<file path="config.mk">
export PLATFORM = sky130hd
export DESIGN_NAME = uart_status_tx
export DESIGN_NICKNAME = d
export VERILOG_FILES = /design/src/rtl/uart_status_tx.sv
export SDC_FILE = /design/constraint.sdc
export NUM_CORES = 1
export LEC_CHECK = 0
export CAP_MARGIN = 40
export CORE_MARGIN = 5
export CORE_UTILIZATION = 48
export DETAILED_ROUTE_END_ITERATION = 8
export HOLD_SLACK_MARGIN = 0.08
export PLACE_DENSITY = 0.79
export SYNTH_ARGS = -nofsm -noshare
export SYNTH_HDL_FRONTEND = slang
export SYNTH_SLANG_ARGS = --single-unit
export TNS_END_PERCENT = 1
</file>
<file path="constraint.sdc">
create_clock -name clk -period 3.7 [get_ports clk]
set_clock_uncertainty 0.1 [all_clocks]
set_input_delay 0.37 -clock clk [delete_from_list [all_inputs] [get_ports clk]]
set_output_delay 0.37 -clock clk [all_outputs]
set_load 0.02 [all_outputs]
</file>
<file path="src/rtl/uart_status_tx.sv">
// 8N1 UART transmitter that frames the latched LED and motor-PWM state behind HEADER.
// Define TX_CHECKSUM_EN to append an XOR checksum byte (4-byte frame instead of 3).
module uart_status_tx #(
    parameter int unsigned CLK_DIV = 5120,
    parameter logic [7:0]  HEADER  = 8'hAA
) (
    input  logic       clk,
    input  logic       reset,
    input  logic       Start_En_Sig,
    input  logic [1:0] led,
    input  logic [3:0] motor_pwm,
    output logic       TXD,
    output logic       Busy,
    output logic       Done_Sig,
    output logic       bps_clk
);

`ifdef TX_CHECKSUM_EN
    localparam int unsigned NBYTES = 4;
`else
    localparam int unsigned NBYTES = 3;
`endif

    typedef enum logic [2:0] {
        S_IDLE,
        S_START,
        S_DATA,
        S_STOP,
        S_DONE
    } state_t;

    state_t      state, state_next;
    logic [15:0] baud_cnt;
    logic [2:0]  bit_idx;
    logic [1:0]  byte_idx;
    logic [1:0]  led_q;
    logic [3:0]  pwm_q;
    logic [7:0]  cur_byte;
    logic        bit_end;
    logic        active;
    logic        last_byte;
    logic        tx_bit;

    assign active    = (state == S_START) || (state == S_DATA) || (state == S_STOP);
    assign bit_end   = active && (baud_cnt == 16'(CLK_DIV - 1));
    assign last_byte = (byte_idx == 2'(NBYTES - 1));

    always_comb begin
        cur_byte = '0;
        case (byte_idx)
            2'd0:    cur_byte = HEADER;
            2'd1:    cur_byte = {6'b0, led_q};
            2'd2:    cur_byte = {4'b0, pwm_q};
            default: begin
`ifdef TX_CHECKSUM_EN
                cur_byte = HEADER ^ {6'b0, led_q} ^ {4'b0, pwm_q};
`else
                cur_byte = '0;
`endif
            end
        endcase
    end

    always_comb begin
        state_next = state;
        tx_bit     = 1'b1;
        case (state)
            S_IDLE:  if (Start_En_Sig) state_next = S_START;
            S_START: begin
                tx_bit = 1'b0;
                if (bit_end) state_next = S_DATA;
            end
            S_DATA: begin
                tx_bit = cur_byte[bit_idx];
                if (bit_end && (bit_idx == 3'd7)) state_next = S_STOP;
            end
            S_STOP:  if (bit_end) state_next = last_byte ? S_DONE : S_START;
            S_DONE:  state_next = S_IDLE;
            default: state_next = S_IDLE;
        endcase
    end

    // Outputs are registered from the current state, so the line lags the FSM by one cycle.
    always_ff @(posedge clk) begin
        if (reset) begin
            state    <= S_IDLE;
            baud_cnt <= '0;
            bit_idx  <= '0;
            byte_idx <= '0;
            led_q    <= '0;
            pwm_q    <= '0;
            TXD      <= 1'b1;
            Busy     <= 1'b0;
            Done_Sig <= 1'b0;
            bps_clk  <= 1'b0;
        end else begin
            state    <= state_next;
            TXD      <= tx_bit;
            Busy     <= active;
            Done_Sig <= (state == S_DONE);
            bps_clk  <= bit_end;
            if (active) begin
                baud_cnt <= bit_end ? '0 : baud_cnt + 16'd1;
                if (bit_end && (state == S_DATA)) bit_idx  <= bit_idx + 3'd1;
                if (bit_end && (state == S_STOP)) byte_idx <= byte_idx + 2'd1;
            end else begin
                baud_cnt <= '0;
                bit_idx  <= '0;
                byte_idx <= '0;
                if ((state == S_IDLE) && Start_En_Sig) begin
                    led_q <= led;
                    pwm_q <= motor_pwm;
                end
            end
        end
    end

endmodule

</file>
==> flow_metrics.env <==
export IMPL_setup_tns_ns=0
export IMPL_synth_fp_nets=190
export IMPL_ys_ff_latch=34
export IMPL_hp_class="reg -> reg"
export IMPL_synth_cell_type_count=38
export IMPL_stdcell_area_um2=1760
export IMPL_ys_flop_type="dfxtp_1"
export IMPL_cts_inserted_buffers=5
export IMPL_synth_top_area_share=0.432
export IMPL_cts_sinks=34
export IMPL_grt_setup_unrepaired="no"
export IMPL_ys_warn_count=0
export IMPL_ys_seq_area_frac=0.432
export IMPL_dp_hpwl_um=2290
export IMPL_synth_avg_cell_area_um2=9.05
export IMPL_maxSlewViolCount=0
export IMPL_core_area_um2=3100
export IMPL_setup_worst_path_end_class="flip-flop"
export IMPL_p_per_area_nw_per_um2=339
export IMPL_cts_root_buf="clkbuf_4"
export IMPL_fill_cells=294
export IMPL_synth_largest_area_cell="dfxtp_1"
export IMPL_initial_core_util=0.507
export IMPL_grt_pass1_wl_um=5240
export IMPL_peakVddDrop_v=0.000243
export IMPL_rows=20
export IMPL_grt_use_total=0.158
export IMPL_slew_headroom=0.420
export IMPL_slowest_delay_ns=0.81
export IMPL_fin_crit_ns=2.44
export IMPL_htreeDepth=2
export IMPL_clock_path_buffers=2
export IMPL_n_antenna_cell=0
export IMPL_ant_nets=0
export IMPL_vias_per_cell=5.70
export IMPL_antenna_found_initial=0
export IMPL_max_freq_mhz=410
export IMPL_grt_pass1_vias=1216
export IMPL_seqCellArea_um2=681
export IMPL_gp_congestion=0.839
export IMPL_drive_above_1_share=0.0649
export IMPL_clk_pin_slew_ns=0.09
export IMPL_cpMaxStageDelayCell="or4_1"
export IMPL_fin_crit_sh=0.659
export IMPL_worstPathRequired_ns=3.86
export IMPL_critPathKind="reg -> reg"
export IMPL_cts_hold_fix_buffers=0
export IMPL_synthTopCellsByArea="dfxtp_1 43%, nor2_1 6.2%, ha_1 5.6%, mux2i_1 4.5%, xnor2_1 3.9%"
export IMPL_tightestPinTransition_ns=0.868
export IMPL_die_height_um=67.3
export IMPL_outcome="finished clean"
export IMPL_vias=1305
export IMPL_grt_overflow=0
export IMPL_worst_ep_arrival_time_ns=2.60
export IMPL_insertion_delay_ns=0.33
export IMPL_leakage_nw=0.605
export IMPL_cts_setup_buffers=0
export IMPL_wl_um=3070
export IMPL_path_cells="ha_1 -> nand4_1 -> or4_1 -> or3_1 -> a21oi_1"
export IMPL_maxCapViolCount=0
export IMPL_die_area_um2=4520
export IMPL_syn_inst=174
export IMPL_synth_edf_count=0
export IMPL_syn_area_um2=1570
export IMPL_io_buffers=12
export IMPL_avgRoutedWirePerCell_um=13.4
export IMPL_async_flop_share=0
export IMPL_areaGrowthSynthToFinish_pct=11.8
export IMPL_path_max_fanout=11
export IMPL_grt_max_degree=17
export IMPL_cts_resized_gates=0
export IMPL_nets=201
export IMPL_cts_tree="built"
export IMPL_placed_cell_area_um2=1710
export IMPL_ios=13
export IMPL_die_w_um=67.3
export IMPL_drtPass1Iterations=4
export IMPL_timing_hold_ws_ns=0.379
export IMPL_drt_iter0_drc=104
export IMPL_final_util=0.567
export IMPL_cp_start_kind="flip-flop"
export IMPL_drc=0
export IMPL_setup_viol=0
export IMPL_hold_violations=0
export IMPL_multi_input_area_um2=840
## state kept, by name, indices dropped and copies added, names as in the netlist
name / flops
baud_cnt: 16
led_q: 2
Busy: 1
TXD: 1
state: 3
pwm_q: 4
bit_idx: 3
Done_Sig: 1
bps_clk: 1
byte_idx: 2
## synthesized netlist by cell type, types with 2 or more instances
cell      instances
o31ai_1           2
nor2_1           26
mux2i_1           7
xnor2_1           7
nand4b_1          4
nand2b_1          2
dfxtp_1          34
a21oi_1          10
clkbuf_1          6
nor2b_1           2
inv_1             5
xor2_1            5
mux2_2            2
and3_1            3
nand4_1           8
nand3_1           7
or4_1             4
o21ai_0           4
nand2_1           6
or3_1             2
ha_1              7
a22oi_1           2
o21ai_1           2
nor3_1            3
## power breakdown
group	total (mW)	leakage, nW	internal (mW)	switching [mW]
sequential	0.379	0.276	0.372	0.00636
clock	0.183	0.0254	0.0715	0.111
combinational	0.0354	0.304	0.0194	0.0160
total	0.597	0.605	0.463	0.134
## final timing paths
check                                 start     endpoint  slack, ns  depth (start not counted)
worst min register to register  baud_cnt[0]  baud_cnt[0]       0.38                          1
worst max-delay path            baud_cnt[0]   bit_idx[0]       1.26                          5
worst max register to register  baud_cnt[0]   bit_idx[0]       1.26                          5
worst min-delay path            baud_cnt[0]  baud_cnt[0]       0.38                          1
## cell families after synthesis
family          Yosys count  synth area share
xor+xnor                 12            0.0668
buf+inv                  13            0.0342
fa+ha+maj                 7            0.0556
flops                    34             0.432
compound gates           25            0.0946
mux                       9            0.0588
simple gates             74             0.258
## area by class of cell
| class | instances | share of cell area |
|---|---|---|
| Tap cell | 44 | 0.0313 |
| Sequential cell | 34 | 0.387 |
| Multi-Input combinational cell | 127 | 0.477 |
| Clock buffer | 7 | 0.0256 |
| Timing Repair Buffer | 12 | 0.0683 |
| Inverter | 5 | 0.0107 |
## critical path: cells and delay by family (launching register included)
kind | cells | cell delay, ns
and+or+nand+nor | 3 | 1.52
DFF | 1 | 0.38
adders and majority gates | 1 | 0.23
AOI/OAI and AO/OA | 1 | 0.13
## placed cells by master, fill, tap and decap left out, types with 4 or more instances in the layout
cell type / count
xor2_1: 5
clkbuf_4: 5
o21ai_0: 4
dfxtp_1: 34
xnor2_1: 7
clkdlybuf4s50_1: 12
nand4_1: 8
inv_1: 5
nand2_1: 6
mux2i_1: 7
a21oi_1: 10
nand3_1: 7
ha_1: 7
or4_1: 4
nand4b_1: 4
nor2_1: 26
## per-layer routing
layer,wire length [um],GRT usage,up-vias,part of all wire
li1,-,-,641,-
met1,1230,0.162,623,0.40
met2,1600,0.272,36,0.52
met3,173,0.0632,5,0.056
met4,70,0.0911,0,0.023
met5,0,0,-,0
## stage by stage
stage               std cells  power [mW]  worst slack, ns
global route              229       0.633             1.13
floorplan                 174       0.408             1.68
finish                    229       0.597             1.26
global placement          222       0.421             1.32
CTS                       229       0.610             1.26
detailed placement        222       0.423             1.29
Note: power is estimated with default switching activity, not from simulation.
